===== config.mk =====
export PLATFORM = sky130hd
export DESIGN_NAME = serial_subtractor_flat
export DESIGN_NICKNAME = d
export VERILOG_FILES = /design/src/rtl/serial_subtractor_if.sv /design/src/rtl/serial_subtractor.sv /design/src/flat_wrapper.sv
export SDC_FILE = /design/constraint.sdc
export NUM_CORES = 1
export LEC_CHECK = 0
export CORE_MARGIN = 1.5
export CORE_UTILIZATION = 33
export CTS_BUF_LIST = sky130_fd_sc_hd__clkbuf_8
export DETAILED_ROUTE_END_ITERATION = 16
export PLACE_DENSITY_LB_ADDON = 0.25
export SLEW_MARGIN = 20
export SYNTH_ARGS = -nofsm -noshare
export SYNTH_HDL_FRONTEND = slang
export SYNTH_SLANG_ARGS = --single-unit

===== constraint.sdc =====
create_clock -name clk -period 1.5 [get_ports clk]
set_input_delay 0.15 -clock clk [delete_from_list [all_inputs] [get_ports clk]]
set_output_delay 0.15 -clock clk [all_outputs]
set_load 0.005 [all_outputs]

===== src/rtl/serial_subtractor_if.sv =====
// serial_subtractor_if
//   Start/done handshake bundle between the controlling logic and the bit-serial
//   subtractor.
//   master : drives start, a, b; observes busy, done, diff, bout
//   slave  : the subtractor itself
//   start  request a subtraction (only honoured while the subtractor is idle)
//   a, b   minuend / subtrahend, captured on the accepting edge
//   busy   operation in progress (shifting or presenting the result)
//   done   one-cycle pulse, diff/bout valid
//   diff   a-b mod 2^WIDTH, held until the next result
//   bout   final borrow, 1 when a < b (unsigned)
interface serial_subtractor_if #(
  parameter int WIDTH = 8
);
  logic             start;
  logic [WIDTH-1:0] a;
  logic [WIDTH-1:0] b;
  logic             busy;
  logic             done;
  logic [WIDTH-1:0] diff;
  logic             bout;

  modport master (
    output start, a, b,
    input  busy, done, diff, bout
  );

  modport slave (
    input  start, a, b,
    output busy, done, diff, bout
  );
endinterface


===== src/rtl/serial_subtractor.sv =====
// serial_subtractor
//   Bit-serial WIDTH-bit unsigned subtractor. Operands are shifted LSB-first
//   through a single one-bit full-subtract cell with a registered borrow; the
//   difference is collected MSB-inserted in a result shift register and
//   published to diff/bout only when the last bit has been processed.
//   Latency: start accepted at edge E, done high in the cycle after E+WIDTH.
//   Ports:
//     clk    system clock, rising edge
//     rst_n  asynchronous active-low reset
//     bus    serial_subtractor_if slave (start, a, b, busy, done, diff, bout)
module serial_subtractor #(
  parameter int WIDTH = 8
) (
  input  logic                 clk,
  input  logic                 rst_n,
  serial_subtractor_if.slave   bus
);

  localparam int CNT_W = $clog2(WIDTH);

  typedef enum logic [1:0] {
    S_IDLE  = 2'd0,
    S_SHIFT = 2'd1,
    S_DONE  = 2'd2
  } state_t;

  state_t           r_state;
  state_t           w_next;
  logic [WIDTH-1:0] r_a_sr;
  logic [WIDTH-1:0] r_b_sr;
  logic [WIDTH-1:0] r_res;
  logic [WIDTH-1:0] r_diff;
  logic             r_borrow;
  logic             r_bout;
  logic [CNT_W-1:0] r_cnt;

  logic             w_d;
  logic             w_bnext;
  logic             w_last;
  logic             w_accept;
  logic             w_shift;
  logic             w_busy;
  logic             w_done;
  logic [WIDTH-1:0] w_res_next;

  // One-bit full-subtract cell on the current LSBs and the carried borrow.
  assign w_d        = r_a_sr[0] ^ r_b_sr[0] ^ r_borrow;
  assign w_bnext    = (~r_a_sr[0] & r_b_sr[0]) | (~(r_a_sr[0] ^ r_b_sr[0]) & r_borrow);
  assign w_last     = (r_cnt == CNT_W'(WIDTH - 1));
  assign w_res_next = {w_d, r_res[WIDTH-1:1]};

  always_ff @(posedge clk or negedge rst_n) begin
    if (!rst_n) begin
      r_state <= S_IDLE;
    end else begin
      r_state <= w_next;
    end
  end

  always_comb begin
    w_next   = r_state;
    w_busy   = 1'b0;
    w_done   = 1'b0;
    w_accept = 1'b0;
    w_shift  = 1'b0;
    case (r_state)
      S_IDLE: begin
        if (bus.start) begin
          w_accept = 1'b1;
          w_next   = S_SHIFT;
        end
      end
      S_SHIFT: begin
        w_busy  = 1'b1;
        w_shift = 1'b1;
        if (w_last) begin
          w_next = S_DONE;
        end
      end
      S_DONE: begin
        w_busy = 1'b1;
        w_done = 1'b1;
        w_next = S_IDLE;
      end
      default: begin
        // Unused encoding: recover to IDLE without driving any handshake.
        w_next = S_IDLE;
      end
    endcase
  end

  always_ff @(posedge clk or negedge rst_n) begin
    if (!rst_n) begin
      r_a_sr   <= '0;
      r_b_sr   <= '0;
      r_res    <= '0;
      r_borrow <= 1'b0;
      r_cnt    <= '0;
      r_diff   <= '0;
      r_bout   <= 1'b0;
    end else if (w_accept) begin
      r_a_sr   <= bus.a;
      r_b_sr   <= bus.b;
      r_borrow <= 1'b0;
      r_cnt    <= '0;
    end else if (w_shift) begin
      r_a_sr   <= r_a_sr >> 1;
      r_b_sr   <= r_b_sr >> 1;
      r_res    <= w_res_next;
      r_borrow <= w_bnext;
      r_cnt    <= r_cnt + CNT_W'(1);
      // Publish only on the final bit so diff/bout never show partial results.
      if (w_last) begin
        r_diff <= w_res_next;
        r_bout <= w_bnext;
      end
    end
  end

  assign bus.busy = w_busy;
  assign bus.done = w_done;
  assign bus.diff = r_diff;
  assign bus.bout = r_bout;

endmodule

===== src/flat_wrapper.sv =====
// flat-port wrapper written by rule: the top's interface ports become plain ports
module serial_subtractor_flat 
#(
  parameter int WIDTH = 8
)
  (clk, rst_n, bus_start, bus_a, bus_b, bus_busy, bus_done, bus_diff, bus_bout);
  serial_subtractor_if #(.WIDTH(WIDTH)) bus_i ();
  input  logic clk;
  input  logic rst_n;
  input wire logic [$bits(bus_i.start)-1:0] bus_start;
  input wire logic [$bits(bus_i.a)-1:0] bus_a;
  input wire logic [$bits(bus_i.b)-1:0] bus_b;
  output wire logic [$bits(bus_i.busy)-1:0] bus_busy;
  output wire logic [$bits(bus_i.done)-1:0] bus_done;
  output wire logic [$bits(bus_i.diff)-1:0] bus_diff;
  output wire logic [$bits(bus_i.bout)-1:0] bus_bout;
  assign bus_i.start = bus_start;
  assign bus_i.a = bus_a;
  assign bus_i.b = bus_b;
  assign bus_busy = bus_i.busy;
  assign bus_done = bus_i.done;
  assign bus_diff = bus_i.diff;
  assign bus_bout = bus_i.bout;
  serial_subtractor #(.WIDTH(WIDTH)) u_core (.clk(clk), .rst_n(rst_n), .bus(bus_i));
endmodule

==> results_dict.tcl <==
set metrics [dict create \
    synth.distinct_cells 22 \
    endpoint_kind "flop" \
    ys_warn_count 0 \
    syn-num-nets 163 \
    yosysSeqAreaShare_pct 56.3 \
    wl_per_cell_um 11.1 \
    syn_area_um2 1690 \
    synth_area_leader_cell "dfrtp_1" \
    rows 25 \
    clkTransAtPathRegs_ps 70 \
    ys_ff_latch 38 \
    relSlewSlack_pct 68.8 \
    h-tree-depth 2 \
    syn-mean-instance-area_um2 12.3 \
    die_area_um2 5550 \
    multiInputGateArea_um2 671 \
    drtIter0Drc 32 \
    gp_congestion 0.708 \
    cts_buffer_depth 2 \
    final_nets 200 \
    power.density_nw_per_um2 1880 \
    fillers 484 \
    worst_slew_pin_slew_ps 468 \
    num_io_pins 30 \
    yosysMostFrequentCell "dfrtp_1" \
    grtUsageTotal_pct 11.4 \
    setup_violations 0 \
    min_period_ps 1450 \
    cp_max_fo 10 \
    finalHoldViolCount 0 \
    drive_gt1_share_pct 20.6 \
    synth_top_area_share_pct 56.3 \
    dp_hpwl_mm 1.96 \
    grt_pass1_wl_mm 4.69 \
    cts_root_buffer "clkbuf_8" \
    cts_buffers 5 \
    cp.required_ps 1670 \
    maxCapViolCount 0 \
    grt_start_max_net_pins 39 \
    max_freq_mhz 691 \
    final_cell_area_um2 2190 \
    slew_viol_final 0 \
    clock-sinks 38 \
    synth_edf_count 0 \
    total_leakage_power_nw 1.01 \
    vias_per_cell 4.36 \
    max-vdd-ir-drop_v 0.000612 \
    dpl-instance-area_um2 2060 \
    synth_area_leaders "dfrtp_1 (56%), mux2_2 (11%), mux2i_1 (9.5%)" \
    die_w_um 74.5 \
    area_growth_pct 29.9 \
    final-seq-area_um2 951 \
    fin_skew_ps 2.36 \
    ys.flop_type "dfrtp_1" \
    placeableCoreArea_um2 4820 \
    tritoncts "done" \
    initial_utilization_pct 35.0 \
    worst-setup-path-type "flop to flop" \
    status "finished clean" \
    critPathLaunchType "flop" \
    rsz0062_at_grt "true" \
    wirelength_mm 2.69 \
    syn_inst 137 \
    grt_pass1_vias 1089 \
    io_buffers 29 \
    grt_overflow 0 \
    detailedRoute.firstPassIterationCount 4 \
    async_flop_share_pct 100 \
    via_count 1056 \
    post-route-period-util_pct 96.5 \
    n_antenna_cell 0 \
    synth_common_cells "dfrtp_1 (38), nand2_1 (17), mux2_2 (16), mux2i_1 (16), o21ai_0 (11)" \
    antenna_found_initial 0 \
    worstPathArrival_ps 1620 \
    die_h_um 74.5 \
    insertion_delay_ps 280 \
    ant_nets 0 \
    drc 0 \
    hold_path.class "input port to flop" \
    hold_ws_ps 401 \
]
power by group:
part           internal (mW)  leakage, nW  switching (mW)  total (mW)
combinational          0.923        0.467           0.697        1.62
clock                  0.464       0.0575           0.331       0.795
sequential              1.46        0.483           0.231        1.70
critical path: stages, from the launching register on:
cell and delay (ps):
dfrtp_1 390, ha_1 200, ha_1 200, nand2_2 180, mux2_2 360
state kept, by name, indices dropped and copies added (netlist names):
signal           count
u_core.r_cnt         3
u_core.r_a_sr        8
u_core.bus.bout      1
u_core.r_b_sr        8
u_core.r_state       2
u_core.bus.diff      8
u_core.r_res         7
u_core.r_borrow      1
cell families (layout without fill, tap and decap cells):
family / Yosys count / after routing / synth area share (%)
and+or+nand+nor: 26 / 26 / 6.52
AOI/OAI and AO/OA: 20 / 20 / 6.08
xor gates and xnor gates: 1 / 1 / 0.519
DFF: 38 / 38 / 56.3
buffers and inverters: 12 / 50 / 4.08
adders and majority gates: 7 / 7 / 5.63
muxes: 33 / 33 / 20.8
area by class of cell:
type                            count  area share, %
Inverter                            5          0.856
Multi-Input combinational cell     87           30.6
Clock buffer                        8           5.02
Tap cell                           67           3.82
Sequential cell                    38           43.4
Timing Repair Buffer               37           16.3
timing repair:
item / in CTS / in global routing
pin swaps: 0 / 0
hold buffers: 1 / 0
buffers inserted: 1 / 0
gates resized for setup: 4 / 1
endpoints found under the hold margin: 38 / 0
endpoints found under the setup margin: 13 / 33
path summary, 6_finish.rpt:
kind,startpoint,to,slack (ps),cells past startpoint
setup reg to reg,u_core.r_cnt[0]$_DFFE_PN0P_,u_core.bus.diff[6]$_DFFE_PN0P_,50,4
min in group asynchronous,rst_n,u_core.bus.diff[1]$_DFFE_PN0P_,440,3
hold reg to reg,u_core.bus.bout$_DFFE_PN0P_,u_core.bus.bout$_DFFE_PN0P_,490,2
setup / recovery,u_core.r_cnt[0]$_DFFE_PN0P_,u_core.bus.diff[6]$_DFFE_PN0P_,50,4
max in group asynchronous,rst_n,u_core.r_b_sr[5]$_DFFE_PN0P_,730,3
hold / removal,bus_b[0],u_core.r_b_sr[0]$_DFFE_PN0P_,400,3
placed cells by master (no fill, tap or decap), types with 3 or more instances in the layout:
cell type | synthesis | layout
buf_4 | 2 | 6
clkbuf_8 | 0 | 8
clkdlybuf4s50_1 | 0 | 26
dfrtp_1 | 38 | 38
ha_1 | 6 | 5
inv_1 | 5 | 3
mux2_2 | 16 | 16
mux2i_1 | 16 | 16
nand2_1 | 17 | 17
nor2_1 | 4 | 4
o21ai_0 | 11 | 11
o21ai_1 | 7 | 7
metal layers:
| metal | vias to the layer above | GRT usage (%) | share of wire, % |
|---|---|---|---|
| met5 | - | 0 | 0 |
| met4 | 0 | 3.64 | 0.48 |
| met2 | 29 | 18.8 | 49 |
| met3 | 2 | 4.88 | 5.3 |
| met1 | 493 | 13.5 | 45 |
| li1 | 532 | - | - |
through the flow:
step,worst slack (ps),total power [mW],TNS [ps],cells,utilization (%)
floorplan,126,2.84,0,137,-
global placement,36.2,3.28,0,232,42.9
detailed placement,-8.50,3.36,-22.8,232,42.9
CTS,-39.5,4.18,-295,242,45.5
global route,-4.22,4.47,-11.9,242,45.5
finish,52.6,4.11,0,242,45.5
(Power assumes the default switching activity.)
==> variant (same settings) <==
`WIDTH` is set to 8 in 3 places; all go to 16.
--- a/src/rtl/serial_subtractor_if.sv
+++ b/src/rtl/serial_subtractor_if.sv
@@ -10,7 +10,7 @@
 //   diff   a-b mod 2^WIDTH, held until the next result
 //   bout   final borrow, 1 when a < b (unsigned)
 interface serial_subtractor_if #(
-  parameter int WIDTH = 8
+  parameter int WIDTH = 16
 );
   logic             start;
   logic [WIDTH-1:0] a;
--- a/src/rtl/serial_subtractor.sv
+++ b/src/rtl/serial_subtractor.sv
@@ -9,7 +9,7 @@
 //     rst_n  asynchronous active-low reset
 //     bus    serial_subtractor_if slave (start, a, b, busy, done, diff, bout)
 module serial_subtractor #(
-  parameter int WIDTH = 8
+  parameter int WIDTH = 16
 ) (
   input  logic                 clk,
   input  logic                 rst_n,
--- a/src/flat_wrapper.sv
+++ b/src/flat_wrapper.sv
@@ -1,7 +1,7 @@
 // flat-port wrapper written by rule: the top's interface ports become plain ports
 module serial_subtractor_flat 
 #(
-  parameter int WIDTH = 8
+  parameter int WIDTH = 16
 )
   (clk, rst_n, bus_start, bus_a, bus_b, bus_busy, bus_done, bus_diff, bus_bout);
   serial_subtractor_if #(.WIDTH(WIDTH)) bus_i ();
Interface: changed (resized bus_a, bus_b and bus_diff); port bits go from 30 to 54. The function was not compared with the original's and may differ.
==> variant against the original RTL <==
- clock skew is 0.014 ns higher
- sequential cell count is 33 higher
- area after synthesis is 82% higher
- die area is 79% higher
- wire length is 110% higher
- setup slack worse by 0.0088 ns
- highest routed layer unchanged
- cell area is 86% higher
- total power is 72% higher
- utilization is 0.86 points lower
- critical path depth is 1 higher
- synthesized cell count is 79% higher
==> variant: results (changes against the original RTL) <==
Power
  – Leakage power: 1.876 nW (+86%)
  – Peak supply drop: 0.0005554 V (-9.2%)
  – Clock Power Share: 21.5% (+2.2 points)
  – Internal power: 4.786 mW (+68%)
  – Combinational power share: 35.0% (-4.4 points)

Synth
  – Commonest cells post-synth: 71 x dfrtp_1, 34 x nand2_1, 34 x o21ai_0
  – Largest cells by area after synthesis: dfrtp_1 58%, mux2i_1 10%, mux2_2 9.2%, o21ai_0 5.5%, nand2_1 4.1%
  – Mapped Nets: 286 (+75%)
  – Synth cell types: 24 (+9.1%)
  – Sequential area share after synthesis: 57.75% (+1.4 points)
  – Avg Inst Size Synth: 12.56 um^2 (+1.9%)

Critical path
  – CP max FO: 17 (+7)
  – CP arrival: 1.68 ns (+0.06 ns)
  – Crit path max-delay family: flip-flops
  – Worst R2R Start: u_core.r_state[0]
  – Slowest library cell on the worst path: dfrtp_1
  – Capture point of the worst reg-to-reg path: u_core.bus.diff[14]
  – CP peak stage delay: 0.40 ns
  – Reg2Reg Depth: 5 (+1)

Finish
  – Inserted Diodes: 0 (unchanged)
  – Ratio of cells with drive above 1 in the final layout: 22.61% (+2.0 points)
  – Fin nets: 350 (+75%)
  – Post-Layout Cell Count: 425 (+76%)
  – Fillers: 831 (+72%)

STA
  – Worst slew pin tran: 0.3189 ns (-0.1487 ns)
  – Worst Clk Skew: 0.01639 ns (+0.01403 ns)
  – Hold Slack: 0.2418 ns (-0.1595 ns)

Global route
  – Vias in the first global route: 1,954 (+79%)
  – First-pass GRT wire length: 9.156 mm (+95%)
  – Total GRT Usage: 11.69% (+0.27 points)
  – Initial antenna violation count: 0 (unchanged)
  – Pin count of the biggest net entering global routing: 55 (+41%)

Placement
  – PortBufs: 53 (+83%)
  – Placer's final routability congestion estimate: 0.7124 (+0.66%)
  – Placed cells: 403 (+74%)
  – Dpl hpwl: 3.739 mm (+91%)

Outcome
  – Status: finished, final reports clean

Routing
  – Wire length per cell: 13.00 um (+17%)
  – Vias per inst: 4.647 (+6.5%)
  – Initial DRC Count: 33 (+3.1%)

Hold path
  – Hold/Removal Path Class: in2async

Clocking
  – Cts bufs inserted: 9 (+4)
  – Clk sinks: 71 (+87%)
  – CTS H-tree depth: 3 (+1)
  – CTS clk-pin slew, worst paths: 0.09 ns (+0.02 ns)
  – Worst-skew pair later-pin latency: 0.34 ns (+0.06 ns)
[variant: changes by cell type after synthesis, moves of 7 or more]
| cell | before | now |
|---|---|---|
| dfrtp_1 | 38 | 71 |
| mux2_4 | 0 | 8 |
| mux2_2 | 16 | 25 |
| nand2_1 | 17 | 34 |
| mux2i_1 | 16 | 31 |
| o21ai_1 | 7 | 0 |
| o21ai_0 | 11 | 34 |
[variant: cell families after synthesis]
family	after synthesis	share of synthesized area, %
buffers and inverters	19	3.009
multiplexers	64	23.14
AO/OA/AOI/OAI	36	5.937
flip-flops	71	57.75
AND/OR/NAND/NOR	46	6.629
adder cells (fa/ha/maj)	6	2.684
XOR/XNOR	3	0.8542
[variant: worst max path at each step]
stage | cells after the start | slack, ns | to | start
6_report | 5 | 0.04 | u_core.bus.diff[14] | u_core.r_state[0]
5_1_grt | 5 | -0.009 | u_core.bus.diff[3] | u_core.r_state[0]
4_1_cts | 4 | -0.0009 | bus_busy | u_core.r_state[0]
3_5_place_dp | 5 | -0.08 | u_core.r_a_sr[7] | u_core.r_state[1]
3_3_place_gp | 5 | -0.02 | u_core.r_a_sr[7] | u_core.r_state[1]
2_1_floorplan | 6 | 0.01 | u_core.bus.diff[10] | u_core.r_state[1]
[variant: repair_timing]
| action | in CTS | in global routing |
|---|---|---|
| setup buffers | 4 | 0 |
| endpoints found under the setup margin | 37 | 7 |
| hold buffers | 1 | 0 |
| gates cloned | 0 | 1 |
| endpoints found under the hold margin | 22 | 0 |
| gates resized for setup | 8 | 6 |
[variant: through the flow]
step	setup WS (ns)	total power, mW	instance area, um^2	TNS (ns)
after floorplan	0.01413	4.756	3080	0
after global placement	-0.01829	5.392	3787	-0.03178
after detailed placement	-0.07922	5.478	3787	-1.068
after CTS	-0.0009452	7.107	4050	-0.0009452
after global routing	-0.008975	7.587	4086	-0.02885
final	0.04379	7.064	4086	0
[variant: cell type report]
| cell class | instances | area [um^2] | area share [%] |
|---|---|---|---|
| clock buffers | 9 | 123.9 | 3.031 |
| clock inverters | 7 | 73.82 | 1.806 |
| inverters | 4 | 15.01 | 0.3674 |
| multi-input cells | 155 | 1245 | 30.47 |
| flip-flops and latches | 71 | 1777 | 43.48 |
| well taps | 111 | 138.9 | 3.399 |
| repair buffers | 68 | 713.2 | 17.45 |
[variant: per-layer routing]
metal | global-route usage, % | routed length, um | share of wire [%] | vias to the layer above
li1 | - | - | - | 967
met1 | 16.33 | 2746 | 50 | 959
met2 | 17.49 | 2483 | 45 | 43
met3 | 2.530 | 226 | 4.1 | 6
met4 | 5.200 | 68 | 1.2 | 0
met5 | 0 | 0 | 0 | -
